File: src/rtl/serial_subtractor.sv
// Bit-serial subtractor: diff = a - b - bin, LSB first, one full-subtractor slice per clock.
// Optional signed-overflow output enabled by defining SUB_OVF_EN.
module serial_subtractor #(
    parameter int unsigned WIDTH = 8
) (
    input  logic             clk,
    input  logic             rst,
    input  logic             start,
    input  logic [WIDTH-1:0] a,
    input  logic [WIDTH-1:0] b,
    input  logic             bin,
    output logic             busy,
    output logic             done,
    output logic [WIDTH-1:0] diff,
    output logic             bout
`ifdef SUB_OVF_EN
    ,
    output logic             ovf
`endif
);

    localparam int unsigned CW = (WIDTH > 1) ? $clog2(WIDTH) : 1;

    typedef enum logic [1:0] {
        IDLE = 2'd0,
        RUN  = 2'd1,
        DONE = 2'd2
    } state_t;

    state_t           state_q, state_d;
    logic [WIDTH-1:0] a_q, a_d;
    logic [WIDTH-1:0] b_q, b_d;
    logic [WIDTH-1:0] diff_q, diff_d;
    logic [CW-1:0]    cnt_q, cnt_d;
    logic             br_q, br_d;
    logic             bout_q, bout_d;
    logic             done_q, done_d;
    logic             busy_q, busy_d;
`ifdef SUB_OVF_EN
    logic             ovf_q, ovf_d;
`endif

    logic d_bit;
    logic bn;

    // Single full-subtractor slice acting on the shift-register LSBs.
    always_comb begin
        d_bit = a_q[0] ^ b_q[0] ^ br_q;
        bn    = (~a_q[0] & b_q[0]) | (~(a_q[0] ^ b_q[0]) & br_q);
    end

    always_comb begin
        state_d = state_q;
        a_d     = a_q;
        b_d     = b_q;
        diff_d  = diff_q;
        cnt_d   = cnt_q;
        br_d    = br_q;
        bout_d  = bout_q;
        done_d  = 1'b0;
`ifdef SUB_OVF_EN
        ovf_d   = ovf_q;
`endif
        unique case (state_q)
            IDLE: begin
                if (start) begin
                    a_d     = a;
                    b_d     = b;
                    br_d    = bin;
                    cnt_d   = '0;
                    diff_d  = '0;
`ifdef SUB_OVF_EN
                    ovf_d   = 1'b0;
`endif
                    state_d = RUN;
                end
            end
            RUN: begin
                // Result bits enter at the MSB so diff ends LSB-aligned after WIDTH shifts.
                diff_d = (diff_q >> 1) | (WIDTH'(d_bit) << (WIDTH - 1));
                a_d    = a_q >> 1;
                b_d    = b_q >> 1;
                br_d   = bn;
                cnt_d  = cnt_q + CW'(1);
                if (cnt_q == CW'(WIDTH - 1)) begin
                    bout_d  = bn;
                    done_d  = 1'b1;
`ifdef SUB_OVF_EN
                    ovf_d   = br_q ^ bn;
`endif
                    state_d = DONE;
                end
            end
            DONE: begin
                state_d = IDLE;
            end
            default: begin
                state_d = IDLE;
            end
        endcase
        busy_d = (state_d == RUN);
    end

    always_ff @(posedge clk or posedge rst) begin
        if (rst) begin
            state_q <= IDLE;
            a_q     <= '0;
            b_q     <= '0;
            diff_q  <= '0;
            cnt_q   <= '0;
            br_q    <= 1'b0;
            bout_q  <= 1'b0;
            done_q  <= 1'b0;
            busy_q  <= 1'b0;
`ifdef SUB_OVF_EN
            ovf_q   <= 1'b0;
`endif
        end else begin
            state_q <= state_d;
            a_q     <= a_d;
            b_q     <= b_d;
            diff_q  <= diff_d;
            cnt_q   <= cnt_d;
            br_q    <= br_d;
            bout_q  <= bout_d;
            done_q  <= done_d;
            busy_q  <= busy_d;
`ifdef SUB_OVF_EN
            ovf_q   <= ovf_d;
`endif
        end
    end

    assign busy = busy_q;
    assign done = done_q;
    assign diff = diff_q;
    assign bout = bout_q;
`ifdef SUB_OVF_EN
    assign ovf  = ovf_q;
`endif

endmodule
File: config.mk
export PLATFORM = sky130hd
export DESIGN_NAME = serial_subtractor
export DESIGN_NICKNAME = d
export VERILOG_FILES = /design/src/rtl/serial_subtractor.sv
export SDC_FILE = /design/constraint.sdc
export NUM_CORES = 1
export LEC_CHECK = 0
export ABC_AREA = 1
export CORE_UTILIZATION = 50
export CTS_CLUSTER_DIAMETER = 50
export DETAILED_ROUTE_END_ITERATION = 10
export GPL_ROUTABILITY_DRIVEN = 0
export PLACE_DENSITY = 0.78
export REMOVE_ABC_BUFFERS = 1
export SYNTH_ARGS = -nofsm -noshare
export SYNTH_HDL_FRONTEND = slang
export SYNTH_SLANG_ARGS = --single-unit
File: constraint.sdc
create_clock -name clk -period 1.26 [get_ports clk]
set_input_delay 0.189 -clock clk [delete_from_list [all_inputs] [get_ports clk]]
set_output_delay 0.189 -clock clk [all_outputs]
set_load 0.1 [all_outputs]
---- Word level (Yosys, flattened, before mapping) ----
Index checks and enable logic that the tools add are counted.
cells by class
  add/sub/neg operators ................... 1
  equality and inequality tests ........... 4
  multiplexer cells ....................... 15
  bitwise gates (word level) .............. 8
  reduce and logical (&&, ||, !) cells .... 4
operator list
  cell                 number
  $pmux 8 s2           3
  $mux 8               3
  $or 7x8->8           1
  $pmux 3 s2           1
  $eq 2x1->1 const B   2
  $mux 2               2
  $pmux 2 s2           1
  $reduce_and 2->1     2
  $add 3x1->3 const B  1
  $eq 3x3->1 const B   1
  $mux 1               3
  $mux 3               1
  $and 1x1->1          2
  $logic_not 2->1      1
  $ne 2x2->1 const B   1
  $not 1->1            2
  $pmux 1 s2           1
  $reduce_bool 2->1    1
  $xor 1x1->1          2
  $or 1x1->1           1
storage, ports and cells
  bits in registers ....................... 33
  bits of input ports ..................... 20
  output and inout port bits .............. 11
  word-level logic and storage cells ...... 41

---- Depth between registers and ports, before layout ----
Gate-level depths: netlist (run 1).
  depth in word-level cells ............... 5
  gate-level depth with buffers ........... 6
  mapped depth without buffers ............ 6

---- Worst setup path after synthesis (run 1) ----
No wires, ideal clock.
  path type ............................... reg-to-reg
  start ................................... reg diff_q[5] (netlist: diff[5])
  end ..................................... reg diff_q[4] (netlist: diff[4])
  setup time .............................. 83 ps
  data arrival time ....................... 1180 ps
  data required time ...................... 1177 ps
  setup slack ............................. -3 ps
  cell stages (with the launch flop) ...... 3
  buffers on the path ..................... 0
  period minus slack after synthesis ...... 1263 ps
  path through ............................ dfrtp_1 -> inv_1 -> o21ai_0
on the way
  longest elaborated chain between the ends .. 2
RTL lines
  element                 line  text
  from (decl)             33    logic [WIDTH-1:0] diff_q, diff_d;
  from (signal assigned)  122   diff_q <= diff_d;
  $or 7x8->8              80    diff_d = (diff_q >> 1) | (WIDTH'(d_bit) << (WIDTH - 1));
  $pmux 8 s2              64    unique case (state_q)
No other way between the ends.
A chain may end at the register's enable or synchronous reset.

---- Worst setup path after layout (run 1) ----
  start ................................... reg cnt_q[0]
  end ..................................... reg bout_q (netlist: bout)
on the way
  longest elaborated chain between the ends .. 2
RTL lines
  element                     line  text
  from (decl)                 34    logic [CW-1:0] cnt_q, cnt_d;
  from (signal assigned)      123   cnt_q <= cnt_d;
  $eq 3x3->1                  85    if (cnt_q == CW'(WIDTH - 1)) begin
  $reduce_and 2->1 (no line)  --
  to (signal assigned)        125   bout_q <= bout_d;
  to (decl)                   36    logic bout_q, bout_d;
No other way between the ends.

==> reports/metrics.yaml, run 1 <==
timing:
  layout_worst_path_cycle_share: 0.9291
  slew-limit-headroom: 0.8058
  fmaxAchievable_mhz: 854.2
  rsz0062_at_grt: "false"
  tightest_slew_ns: 0.2910
  setup-tns-final_ns: 0
  post-route-min-period_ns: 1.171
  final_max_slew_viol_count: 0
  setup-violations-final: 0
  skew_ns: 0.01084
  hold_violations: 0
synth:
  synthMostInstantiatedCell: "sky130_fd_sc_hd__nand2_1"
  ys_ff_latch: 33
  postSynth.topFlopCell: "sky130_fd_sc_hd__dfrtp_1"
  synth.top_cell.area_share: 0.5238
  number_of_enable_flip_flop_cells_after_synthesis: 0
  postSynthAreaPerCell_sq_um: 7.843
  synth.yosys.seq_area_share: 0.5238
  synthesis.instances: 201
  synth_area_sq_um: 1577
  dominant_cell_type_by_area_after_synthesis: "sky130_fd_sc_hd__dfrtp_1"
  synth_top_cells_by_count: "sky130_fd_sc_hd__nand2_1, sky130_fd_sc_hd__inv_1, sky130_fd_sc_hd__dfrtp_1"
  synth_cell_type_count: 16
  synth-async-reset-ratio: 1.000
  yosys-top-cells-area: "sky130_fd_sc_hd__dfrtp_1, sky130_fd_sc_hd__nand2_1, sky130_fd_sc_hd__nand3_1"
  yosysWarnings: 0
place:
  place_area_sq_um: 2077
  place.detailed.hpwl_um: 2077
  port_buffers: 30
worst_setup_path:
  r2r-end: "bout"
  crit_type: "reg2reg"
  startpoint_type: "flip-flop"
  depth_of_the_worst_register_to_register_path: 6
  ff2ff_setup_slack_ns: 0.09
  timing.critical_path.from: "cnt_q[0]"
  end_kind: "flip-flop"
  setup.worst_path.end: "bout"
  critPathArrivalTime_ns: 1.39
  critical_path_required_ns: 1.48
  path_max_fanout: 3
  rr_startpoint: "cnt_q[0]"
route:
  route.vias.total: 1315
  finalWirelength_um: 3117
  antenna_left: 0
  drt_iter0_markers: 24
  routed_wire_length_per_instance_um: 11.09
  post-route-drc-count: 0
  viasPerCell: 4.680
  drt_pass_1_iters: 4
global_route:
  gr-usage-all-layers: 0.2205
  vias_in_the_first_global_route: 1245
  grt_remaining_overflow: 0
  global_route_wire_length_before_repair_um: 5444
  antenna_found_initial: 0
  grt_max_degree: 34
cts:
  clock_path_buffers: 2
  cts.root.buffer_cell: "sky130_fd_sc_hd__clkbuf_4"
  clock_buffer_count_from_cts: 5
  clk_pin_slew_worst_paths_ns: 0.10
  cts_tree: "built"
  cts_setup_buffers: 0
  cts_htree_levels: 2
  clk-insertion-delay-late_ns: 0.33
  tritoncts_num_sinks: 33
  ctsHoldBuffers: 0
die:
  die_x_um: 58.15
  core_area_sq_um: 3028
  die_outline_area_sq_um: 3381
  design.portCount: 31
  rows: 20
  die_height_um: 58.15
  start_util: 0.5207
power_and_ir_drop:
  vdd_drop_max_uv: 1309
  power_frac_clock: 0.135
  power.switching_mw: 2.813
  power_frac_seq: 0.308
  internal_power_mw: 3.295
  net_sw_frac: 0.4605
  pwr-share-comb: 0.557
  total_power_mw: 6.107
  power_density_nw_per_um2: 2821
  total_leakage_power_nw: 1.142
final_layout:
  layout.area.seq_sq_um: 825.8
  area_of_the_multi_input_gates_sq_um: 548.0
  number_of_fillers_in_the_final_layout: 218
  antenna_cells: 0
  drive_above_1_share: 0.1350
  fin_area_sq_um: 2165
  area.growth.synth_to_final_pct: 37.30
  layout.nets: 259
job:
  max_cap_violations: 0
min_path:
  hold_class: "in2async"
outcome:
  status: "complete, no violations"
routing by layer:
metal  track usage  up-vias  part of all wire
li1              -      677                 -
met1        0.2644      585              0.43
met2        0.3793       48              0.50
met3       0.06696        5             0.054
met4       0.07143        0             0.014
met5             0        -                 0
state kept, by name, indices dropped and copies added (netlist names):
name,cells
a_q,8
b_q,8
diff,8
cnt_q,3
state_q,2
bout,1
br_q,1
busy,1
done,1
placed cells by master, fill, tap and decap left out, types with 5 or more instances in the layout:
cell / instances
sky130_fd_sc_hd__o21ai_0: 7
sky130_fd_sc_hd__dfrtp_1: 33
sky130_fd_sc_hd__nand2_1: 65
sky130_fd_sc_hd__nand3_1: 30
sky130_fd_sc_hd__buf_12: 14
sky130_fd_sc_hd__clkdlybuf4s50_1: 19
sky130_fd_sc_hd__clkbuf_4: 5
sky130_fd_sc_hd__inv_1: 37
worst min path at each step:
stage                     endpoint  slack (ns)  depth (start not counted)
after floorplan             a_q[0]        0.32                          1
after global placement    cnt_q[1]        0.46                          2
after detailed placement    b_q[4]        0.47                          2
after CTS                   a_q[0]        0.20                          3
after global routing       diff[0]        0.22                          3
final                      diff[5]        0.21                          3
through the flow:
step	setup slack, ns	hold slack [ns]	instances	util
after detailed placement	0.008846	0.4667	273	0.6860
after global placement	0.02766	0.4603	273	0.6860
after floorplan	-0.3772	0.3156	192	-
after CTS	0.02771	0.2019	281	0.7141
final	0.08934	0.2072	281	0.7149
after global routing	0.03077	0.2194	281	0.7149
area by class of cell:
type                    count  area share
clock inverters             1     0.01387
repair buffers             37      0.2312
flip-flops and latches     33      0.3815
clock buffers               7     0.02543
well taps                  44     0.02543
multi-input cells         119      0.2532
inverters                  40     0.06936
logic make-up (layout without fill, tap and decap cells):
group           count (synthesis)  in the layout  share of synthesized area
compound gates                 15             15                    0.05000
fa+ha+maj                       3              3                    0.02857
buf+inv                        49             85                     0.1302
flops                          33             33                     0.5238
simple gates                  101            101                     0.2675
critical path, cell delays in order (launching register included):
cell and delay (ns):
sky130_fd_sc_hd__dfrtp_1 0.42, sky130_fd_sc_hd__ha_1 0.21, sky130_fd_sc_hd__ha_2 0.20, sky130_fd_sc_hd__inv_2 0.07, sky130_fd_sc_hd__nor2_1 0.05, sky130_fd_sc_hd__nand2_1 0.06, sky130_fd_sc_hd__nand2_1 0.05
power groups by stage:
stage	combinational, mW	sequential, mW	clock (mW)
2_1_floorplan	1.24	2.79	0
3_3_place_gp	3.32	1.87	0
3_5_place_dp	3.40	1.90	0
4_1_cts	3.41	1.88	0.843
5_1_grt	3.75	1.93	0.888
6_report	3.40	1.88	0.822
what timing repair did:
item                                    in CTS  in global routing
endpoints found under the setup margin       0                  1
endpoints found under the hold margin        0                  0
gates resized for setup                      0                  2
Power figures use the tool's default switching activity.
==> run 2: changes to the inputs <==
Settings changed: CELL_PAD_IN_SITES_DETAIL_PLACEMENT from default to 1, CELL_PAD_IN_SITES_GLOBAL_PLACEMENT from default to 1, CORE_UTILIZATION 50 to 37, PLACE_DENSITY 0.78 to default, PLACE_DENSITY_LB_ADDON from default to 0.1.
==> reports/metrics.yaml, run 2 (synthesis results as in run 1) <==
outcome:
  status: "complete, no violations"
power_and_ir_drop:
  power_frac_seq: 0.303  # -0.005
  pwr-share-comb: 0.573  # +0.016
  net_sw_frac: 0.4770  # +0.01645
  power_density_nw_per_um2: 2831  # +0.36%
  internal_power_mw: 3.283  # -0.34%
  vdd_drop_max_uv: 948.8  # -28%
  total_power_mw: 6.278  # +2.8%
  total_leakage_power_nw: 1.163  # +1.9%
  power.switching_mw: 2.994  # +6.5%
  power_frac_clock: 0.124  # -0.011
timing:
  setup-tns-final_ns: 0  # unchanged
  skew_ns: 0.006572  # -0.004266 ns
  tightest_slew_ns: 0.3076  # +0.01660 ns
  hold_violations: 0  # unchanged
  layout_setup_ws_ns: 0.08014  # -0.009204 ns
  fmaxAchievable_mhz: 847.6  # -0.78%
  post-route-min-period_ns: 1.180  # +0.009204 ns
  rsz0062_at_grt: "true"
  slew-limit-headroom: 0.7947  # -0.01108
  layout_worst_path_cycle_share: 0.9364  # +0.007305
  setup-violations-final: 0  # unchanged
  final_max_slew_viol_count: 0  # unchanged
final_layout:
  layout.nets: 265  # +2.3%
  area_of_the_multi_input_gates_sq_um: 555.5  # +1.4%
  fin_area_sq_um: 2217  # +2.4%
  number_of_fillers_in_the_final_layout: 491  # +130%
  antenna_cells: 0  # unchanged
  area.growth.synth_to_final_pct: 40.64
  layout_common_cells: "sky130_fd_sc_hd__nand2_1, sky130_fd_sc_hd__inv_1, sky130_fd_sc_hd__dfrtp_1"
  mostFrequentLayoutCell: "sky130_fd_sc_hd__nand2_1"
  layout.area.seq_sq_um: 827.0  # +0.15%
  drive_above_1_share: 0.1687  # +0.03370
route:
  post-route-drc-count: 0  # unchanged
  viasPerCell: 4.744  # +1.4%
  drt_iter0_markers: 67  # +180%
  total_length_of_routed_met2_wires_um: 1927  # +23%
  route.vias.total: 1390  # +5.7%
  drt_pass_1_iters: 4  # unchanged
  detailroute.wirelength.met3_um: 109  # -36%
  maxUsedRoutingLayer: "met4"
  antenna_left: 0  # unchanged
  drt-met1-wl_um: 1907  # +43%
  finalWirelength_um: 4000  # +28%
  routed_wire_length_per_instance_um: 13.65  # +23%
cts:
  cts.root.buffer_cell: "sky130_fd_sc_hd__clkbuf_8"
  clock_buffer_count_from_cts: 5  # unchanged
  clk_pin_slew_worst_paths_ns: 0.07  # -0.03 ns
  tritoncts_num_sinks: 33  # unchanged
  clock_path_buffers: 2  # unchanged
  clk-insertion-delay-late_ns: 0.28  # -0.05 ns
  ctsHoldBuffers: 0  # unchanged
  cts_setup_buffers: 0  # unchanged
  cts_htree_levels: 2  # unchanged
  cts_tree: "built"
min_path:
  hold_class: "in2async"
worst_setup_path:
  path_max_fanout: 12  # +9
  startpoint_type: "flip-flop"
  crit_path_max_incr_delay_ns: 0.42  # about the same
  worst_path_most_repeated_cell: "sky130_fd_sc_hd__nand2_1"
  critPathArrivalTime_ns: 1.41  # +0.02 ns
  end_kind: "flip-flop"
  crit_type: "reg2reg"
  slowest_stage: "sky130_fd_sc_hd__dfrtp_1"
  critical_path_required_ns: 1.49  # about the same
  cp_cell_sequence: "inv_4 > nand2_4 > nand2_1 > buf_4 > nand3_1 > nand2_1"
die:
  start_util: 0.3885  # -0.1321
  rows: 23  # +15%
  design.portCount: 31  # unchanged
  die_height_um: 67.28  # +16%
  die_outline_area_sq_um: 4526  # +34%
  die_x_um: 67.28  # +16%
  core_area_sq_um: 4058  # +34%
place:
  dpl_worst_slack_ns: -0.05353  # -0.06238 ns
  place.detailed.hpwl_um: 2867  # +38%
  port_buffers: 30  # unchanged
  place_area_sq_um: 2117  # +1.9%
global_route:
  antenna_found_initial: 0  # unchanged
  grt_remaining_overflow: 0  # unchanged
  grt_max_degree: 34  # unchanged
  global_route_wire_length_before_repair_um: 7093  # +30%
  vias_in_the_first_global_route: 1580  # +27%
  gr-usage-all-layers: 0.2129  # -0.007589
job:
  max_cap_violations: 0  # unchanged
-- run 2: changes by cell type in the layout (fill, tap and decap cells not counted), moves of 2 or more --
cell	previous run	this run
sky130_fd_sc_hd__clkbuf_4	5	0
sky130_fd_sc_hd__clkbuf_8	1	5
sky130_fd_sc_hd__buf_4	4	11
sky130_fd_sc_hd__clkinv_2	0	2
-- run 2: layout make-up --
type                       count  share of cell area
multi-input combinational    119              0.2506
clock inverter                 3            0.007901
inverter                      40             0.06885
clock buffer                   5             0.03104
tap                           50             0.02822
timing repair buffer          43              0.2404
sequential                    33              0.3730
-- run 2: per-layer routing --
metal  vias to the layer above  global-route usage
met5                         -                   0
met3                         6             0.04054
li1                        689                   -
met4                         0             0.07181
met2                        23              0.3625
met1                       672              0.2682
-- run 2: worst max-delay path: cells and delay by family, from the launching register on --
family,cells,cell delay (ns)
buf+inv,2,0.31
flops,1,0.42
simple gates,4,0.38
-- run 2: path summary, 6_finish.rpt --
kind                             from    endpoint  slack [ns]  cells past startpoint
max                        state_q[1]      a_q[0]        0.08                      6
min                               rst      a_q[3]        0.25                      3
max reg2reg                state_q[1]      a_q[0]        0.08                      6
min reg2reg                    b_q[6]      b_q[6]        0.48                      2
max in group asynchronous         rst  state_q[0]        0.83                      3
min in group clk                 a[7]      a_q[7]        0.47                      3
-- run 2: stage by stage --
stage	util	hold slack, ns	cells
detailed placement	0.5217	0.4696	285
global placement	0.5217	0.4585	285
CTS	0.5446	0.2558	293
global route	0.5464	0.2815	293
floorplan	-	0.3156	192
finish	0.5464	0.2458	293
-- run 2: timing repair --
item	in CTS	in global routing
setup endpoints to repair	2	14
gates resized for setup	2	4
endpoints found under the hold margin	0	0
-- run 2: power by group through the flow --
stage          Combinational, mW  Clock [mW]  Sequential, mW
3_5_place_dp                3.58           0            1.91
2_1_floorplan               1.24           0            2.79
4_1_cts                     3.63       0.799            1.90
6_report                    3.60       0.781            1.90
3_3_place_gp                3.46           0            1.88
5_1_grt                     3.95       0.850            1.96
==> run 3: changes to the inputs <==
Settings changed: CELL_PAD_IN_SITES_DETAIL_PLACEMENT 1 to default, CELL_PAD_IN_SITES_GLOBAL_PLACEMENT 1 to default, CORE_UTILIZATION 37 to 50, PLACE_DENSITY from default to 0.78, PLACE_DENSITY_LB_ADDON 0.1 to default.
==> results of run 3 <==
Final layout, timing and power as in run 1 (identical DEF).
